### src/rtl/muldiv_seq_unit.sv
// muldiv_seq_unit: iterative multiply/divide sequencer that owns the HI/LO
// registers. It runs beside the EX-stage ALU and retires one product or
// quotient bit per clock. MULT/MULTU use shift-add and DIV/DIVU use restoring
// division. Signed operands are reduced to magnitudes on issue and the sign is
// restored in a single FIX cycle.
module muldiv_seq_unit #(
  parameter int WIDTH = 32
) (
  input  logic             clk,
  input  logic             rst,
  input  logic             start,
  input  logic [1:0]       op,
  input  logic [WIDTH-1:0] opa,
  input  logic [WIDTH-1:0] opb,
  input  logic             cancel,
  input  logic             mthi,
  input  logic             mtlo,
  input  logic             hilo_read,
  output logic [WIDTH-1:0] hi,
  output logic [WIDTH-1:0] lo,
  output logic             busy,
  output logic             done,
  output logic             stall_req
);

  localparam int CW = (WIDTH > 1) ? $clog2(WIDTH) : 1;

  typedef enum logic [1:0] {
    IDLE = 2'd0,
    CALC = 2'd1,
    FIX  = 2'd2
  } state_t;

  state_t state, state_next;

  logic [CW-1:0]    count;
  logic             is_div;
  logic             sign_a;
  logic             sign_b;
  logic             div_zero;
  logic [WIDTH-1:0] acc_hi;
  logic [WIDTH-1:0] acc_lo;
  logic [WIDTH-1:0] operand;

  logic             signed_op;
  logic             opa_neg;
  logic             opb_neg;
  logic [WIDTH-1:0] abs_a;
  logic [WIDTH-1:0] abs_b;

  logic [WIDTH:0]   mult_sum;
  logic [WIDTH-1:0] mult_next_hi;
  logic [WIDTH-1:0] mult_next_lo;

  logic [WIDTH:0]   div_shift;
  logic [WIDTH:0]   div_diff;
  logic             div_ok;
  logic [WIDTH-1:0] div_next_hi;
  logic [WIDTH-1:0] div_next_lo;

  logic [2*WIDTH-1:0] prod;
  logic [2*WIDTH-1:0] prod_fix;
  logic [WIDTH-1:0]   quo_fix;
  logic [WIDTH-1:0]   rem_fix;
  logic [WIDTH-1:0]   fix_hi;
  logic [WIDTH-1:0]   fix_lo;

  // Operand conditioning: op[0] clear means signed, so magnitudes are taken.
  assign signed_op = ~op[0];
  assign opa_neg   = signed_op & opa[WIDTH-1];
  assign opb_neg   = signed_op & opb[WIDTH-1];
  assign abs_a     = opa_neg ? -opa : opa;
  assign abs_b     = opb_neg ? -opb : opb;

  // Shift-add step: {acc_hi, acc_lo} is the partial product. The multiplier
  // drains out of acc_lo from its LSB end.
  assign mult_sum     = {1'b0, acc_hi} + (acc_lo[0] ? {1'b0, operand} : {(WIDTH+1){1'b0}});
  assign mult_next_hi = mult_sum[WIDTH:1];
  assign mult_next_lo = {mult_sum[0], acc_lo[WIDTH-1:1]};

  // Restoring step: acc_hi is the remainder. acc_lo shifts the dividend out
  // at the top and the quotient bits in at the bottom.
  assign div_shift   = {acc_hi, acc_lo[WIDTH-1]};
  assign div_diff    = div_shift - {1'b0, operand};
  assign div_ok      = ~div_diff[WIDTH];
  assign div_next_hi = div_ok ? div_diff[WIDTH-1:0] : div_shift[WIDTH-1:0];
  assign div_next_lo = {acc_lo[WIDTH-2:0], div_ok};

  // Sign fixup. The remainder follows the dividend, so -|a| returns the raw
  // opa on a divide by zero. The quotient is forced to all ones in that case.
  assign prod     = {acc_hi, acc_lo};
  assign prod_fix = (sign_a ^ sign_b) ? -prod : prod;
  assign quo_fix  = (sign_a ^ sign_b) ? -acc_lo : acc_lo;
  assign rem_fix  = sign_a ? -acc_hi : acc_hi;
  assign fix_hi   = is_div ? rem_fix : prod_fix[2*WIDTH-1:WIDTH];
  assign fix_lo   = is_div ? (div_zero ? {WIDTH{1'b1}} : quo_fix) : prod_fix[WIDTH-1:0];

  assign busy      = (state != IDLE);
  assign stall_req = busy & (hilo_read | start | mthi | mtlo);

  // State register; an asynchronous reset abandons any operation in flight.
  always_ff @(posedge clk or posedge rst) begin
    if (rst) begin
      state <= IDLE;
    end else begin
      state <= state_next;
    end
  end

  // Next-state logic. A cancel wins over both issue and completion.
  always_comb begin
    state_next = state;
    case (state)
      IDLE: begin
        if (start && !cancel) begin
          state_next = CALC;
        end
      end
      CALC: begin
        if (cancel) begin
          state_next = IDLE;
        end else if (count == CW'(WIDTH - 1)) begin
          state_next = FIX;
        end
      end
      FIX: begin
        state_next = IDLE;
      end
      default: begin
        state_next = IDLE;
      end
    endcase
  end

  // Iteration datapath: capture the operands on issue, then take one step per clock in CALC.
  always_ff @(posedge clk or posedge rst) begin
    if (rst) begin
      count    <= '0;
      is_div   <= 1'b0;
      sign_a   <= 1'b0;
      sign_b   <= 1'b0;
      div_zero <= 1'b0;
      acc_hi   <= '0;
      acc_lo   <= '0;
      operand  <= '0;
    end else begin
      case (state)
        IDLE: begin
          if (start && !cancel) begin
            count    <= '0;
            is_div   <= op[1];
            sign_a   <= opa_neg;
            sign_b   <= opb_neg;
            div_zero <= (opb == '0);
            acc_hi   <= '0;
            acc_lo   <= op[1] ? abs_a : abs_b;
            operand  <= op[1] ? abs_b : abs_a;
          end
        end
        CALC: begin
          if (!cancel) begin
            count  <= count + CW'(1);
            acc_hi <= is_div ? div_next_hi : mult_next_hi;
            acc_lo <= is_div ? div_next_lo : mult_next_lo;
          end
        end
        default: begin
        end
      endcase
    end
  end

  // HI/LO storage. A completed operation writes both registers. Moves from
  // the register file are taken only in an idle cycle with no issue.
  always_ff @(posedge clk or posedge rst) begin
    if (rst) begin
      hi <= '0;
      lo <= '0;
    end else if (state == FIX && !cancel) begin
      hi <= fix_hi;
      lo <= fix_lo;
    end else if (state == IDLE && !start) begin
      if (mthi) begin
        hi <= opa;
      end
      if (mtlo) begin
        lo <= opa;
      end
    end
  end

  // Completion pulse: high for the one cycle after HI/LO take a result.
  always_ff @(posedge clk or posedge rst) begin
    if (rst) begin
      done <= 1'b0;
    end else begin
      done <= (state == FIX) && !cancel;
    end
  end

endmodule

### config.mk
export PLATFORM = sky130hd
export DESIGN_NAME = muldiv_seq_unit
export DESIGN_NICKNAME = d
export VERILOG_FILES = /design/src/rtl/muldiv_seq_unit.sv
export SDC_FILE = /design/constraint.sdc
export NUM_CORES = 1
export LEC_CHECK = 0
export BUFFER_PORTS_ARGS = -buffer_cell sky130_fd_sc_hd__buf_2
export CELL_PAD_IN_SITES_DETAIL_PLACEMENT = 1
export CELL_PAD_IN_SITES_GLOBAL_PLACEMENT = 2
export CORE_MARGIN = 10
export CORE_UTILIZATION = 39
export DETAILED_ROUTE_END_ITERATION = 6
export PLACE_DENSITY = 0.84
export REMOVE_ABC_BUFFERS = 1
export SLEW_MARGIN = 10
export SYNTH_ARGS = -nofsm -noshare
export SYNTH_HDL_FRONTEND = slang
export SYNTH_SLANG_ARGS = --single-unit
### constraint.sdc
create_clock -name clk -period 14.9 [get_ports clk]
set_input_delay 0.745 -clock clk [delete_from_list [all_inputs] [get_ports clk]]
set_output_delay 0.745 -clock clk [all_outputs]
set_load 0.02 [all_outputs]
==> results.json <==
{
  "yosys_register_bits": 172,
  "vias": 14600,
  "synthesis.area_sq_mm": 0.0147,
  "slowest_delay_ns": 0.82,
  "die-width_um": 214,
  "synthCells": 1888,
  "critPathTopFamily": "compound AO/OA/AOI/OAI gates",
  "yosys-top-cells-area": "dfrtp_1 (29%), a21oi_1 (6.3%), nand2_1 (6.0%)",
  "clk_pin_slew_ns": 0.08,
  "post-place-ws_ns": 10.62,
  "yosysSeqAreaShare_pct": 29.3,
  "routedWlPerCell_um": 23.0,
  "design.die.area_sq_mm": 0.0458,
  "clockBufferDepth": 2,
  "ctsRootBufferMaster": "clkbuf_16",
  "drt_iter0_markers": 944,
  "tightest_slew_ns": 1.10,
  "worstHoldPathType": "reg2reg",
  "status": "completed",
  "crit_fanout": 31,
  "rows": 70,
  "crit_path_start_kind": "register",
  "io_pins": 140,
  "path_cells": "inv_1, nor2_1, ha_1, nor2b_1, o2111ai_1, a211o_1, a21oi_1, o21ai_0, a21oi_1, a211oi_1, xnor2_1, a221oi_1, o21ai_0",
  "cts_sinks": 172,
  "grt_pass1_wl_um": 88700,
  "grt_max_degree": 104,
  "nNetsFinal": 2106,
  "cts_hold_buffers": 0,
  "synth_ff_type": "dfrtp_1",
  "final_hold_viol_count": 0,
  "finalSetupViolCount": 0,
  "dp_hpwl_um": 42800,
  "place.gp.congestion": 0.948,
  "core_area_sq_mm": 0.0369,
  "slowest_stage": "inv_1",
  "cts_tree": "yes",
  "drtAntennaViolNets": 0,
  "yosysTopAreaCell": "dfrtp_1",
  "finalCriticalPeriod_ns": 4.39,
  "cts_setup_buffers": 0,
  "p_leak_nw": 7.40,
  "period_share_pct": 29.5,
  "postLayoutCellArea_sq_mm": 0.0165,
  "cts_resized": 0,
  "clock_skew_ns": 0.0122,
  "area_growth_syn_to_layout_pct": 12.3,
  "ir_worst_vdd_mv": 0.0886,
  "worst_setup_path_end_kind": "register",
  "crit_required_ns": 15.22,
  "setup_ws_ns": 10.51,
  "grt_pass1_vias": 14800,
  "place_area_sq_mm": 0.0158,
  "cts_made_buffers": 17,
  "clk_latency_ns": 0.46,
  "drive_gt1_share_pct": 12.0,
  "htree_num_levels": 4,
  "ys_warn_count": 0,
  "routed_wl_um": 57000,
  "cp_num_buf_inv": 1,
  "ff2ff_setup_slack_ns": 10.51,
  "initial_core_util_pct": 39.8,
  "netlist.area_leader.share_pct": 29.3,
  "route.detailed.drc": 0,
  "async_flop_share_pct": 100,
  "vias_per_cell": 5.88,
  "utilization_pct": 44.7,
  "drv_cap": 0,
  "criticalPathCategory": "reg2reg",
  "grt_setup_unrepaired": "no",
  "synth_edf_count": 0,
  "fin_setup_tns_ns": 0,
  "drv_slew": 0,
  "ys_types": 76,
  "syn_area_per_cell_sq_um": 7.77,
  "drt-pass1-iter-count": 5,
  "antenna_found_initial": 1,
  "grt.total_usage_pct": 24.2,
  "slew_headroom_pct": 26.8,
  "max_freq_ghz": 0.228,
  "overflow": 0,
  "diodes": 0,
  "p_per_area_mw_per_mm2": 131,
  "dieHeight_um": 214,
  "crit_arrival_ns": 4.72,
  "io_buffers": 139
}
[worst register-to-register path: cells and delay by family, from the launching register on]
kind / cells / cell delay [ns]
adders and majority gates: 1 / 0.40
AOI/OAI and AO/OA: 8 / 2.03
buffers and inverters: 1 / 0.82
xor gates and xnor gates: 1 / 0.17
and+or+nand+nor: 2 / 0.38
DFF: 1 / 0.45
[kinds of logic after synthesis]
| logic type | after synthesis | share of synthesized area (%) |
|---|---|---|
| mux | 71 | 4.89 |
| xor+xnor | 175 | 10.4 |
| flops | 172 | 29.3 |
| simple gates | 638 | 19.8 |
| compound gates | 594 | 25.0 |
| buf+inv | 166 | 4.29 |
| fa+ha+maj | 72 | 6.24 |
[cell type report]
| cell class | instances | area, sq um |
|---|---|---|
| Fill cell | 4568 | 20400 |
| Timing Repair Buffer | 163 | 878 |
| Clock buffer | 21 | 440 |
| Tap cell | 504 | 631 |
| Clock inverter | 10 | 214 |
| Multi-Input combinational cell | 1550 | 9790 |
| Sequential cell | 172 | 4310 |
| Inverter | 57 | 219 |
[sequential cells by signal, summed over array words and instances, names as in the netlist, 2 cells and up]
register  cells
acc_hi       32
acc_lo       32
count         5
hi           32
lo           32
operand      32
state         2
[report_power, final]
part           switching (mW)  leakage (nW)  total (mW)  internal, mW
clock                   0.213         0.312       0.528         0.315
combinational           0.616          4.92       0.974         0.358
sequential              0.103          2.17       0.649         0.545
total                   0.932          7.40        2.15          1.22
[layer usage]
layer	vias up	GRT usage [%]	part of all wire, %	wire length (um)
met5	-	0	0	0
met4	0	5.81	1.9	1100
met3	52	4.28	4.7	2700
met2	363	39.5	47	26600
met1	7288	32.4	47	26600
li1	6869	-	-	-
[synth_stat cells, drive strengths merged (37+ instances only)]
| master | n |
|---|---|
| nand2 | 236 |
| nor2 | 204 |
| a21oi | 186 |
| o21ai | 182 |
| dfrtp | 172 |
| clkbuf | 95 |
| xnor2 | 93 |
| xor2 | 82 |
| ha | 70 |
| mux2i | 65 |
| inv | 56 |
| nor3 | 41 |
| a21o | 37 |
[final timing paths]
kind | depth (start not counted) | endpoint | start
setup / recovery | 13 | acc_hi[29] | acc_lo[0]
hold / removal | 1 | count[3] | count[3]
setup reg to reg | 13 | acc_hi[29] | acc_lo[0]
hold reg to reg | 1 | count[3] | count[3]
max in group asynchronous | 3 | is_div | rst
min in group asynchronous | 2 | lo[26] | rst
[layout by cell type (no fill, tap or decap), types with 39 or more instances in the layout]
master and instances:
a21oi_1 185, buf_2 138, dfrtp_1 171, ha_1 70
inv_1 54, mux2i_1 65, nand2_1 235, nor2_1 204
nor3_1 39, o21ai_0 170, xnor2_1 91, xor2_1 82
[through the flow]
step	power [mW]	hold WS (ns)	instances
2_1_floorplan	1.29	0.443	1779
3_3_place_gp	1.59	0.462	2446
3_5_place_dp	1.61	0.471	2446
4_1_cts	2.15	0.489	2477
5_1_grt	2.29	0.520	2477
6_report	2.15	0.482	2477
Note: power is estimated with default switching activity, not from simulation.
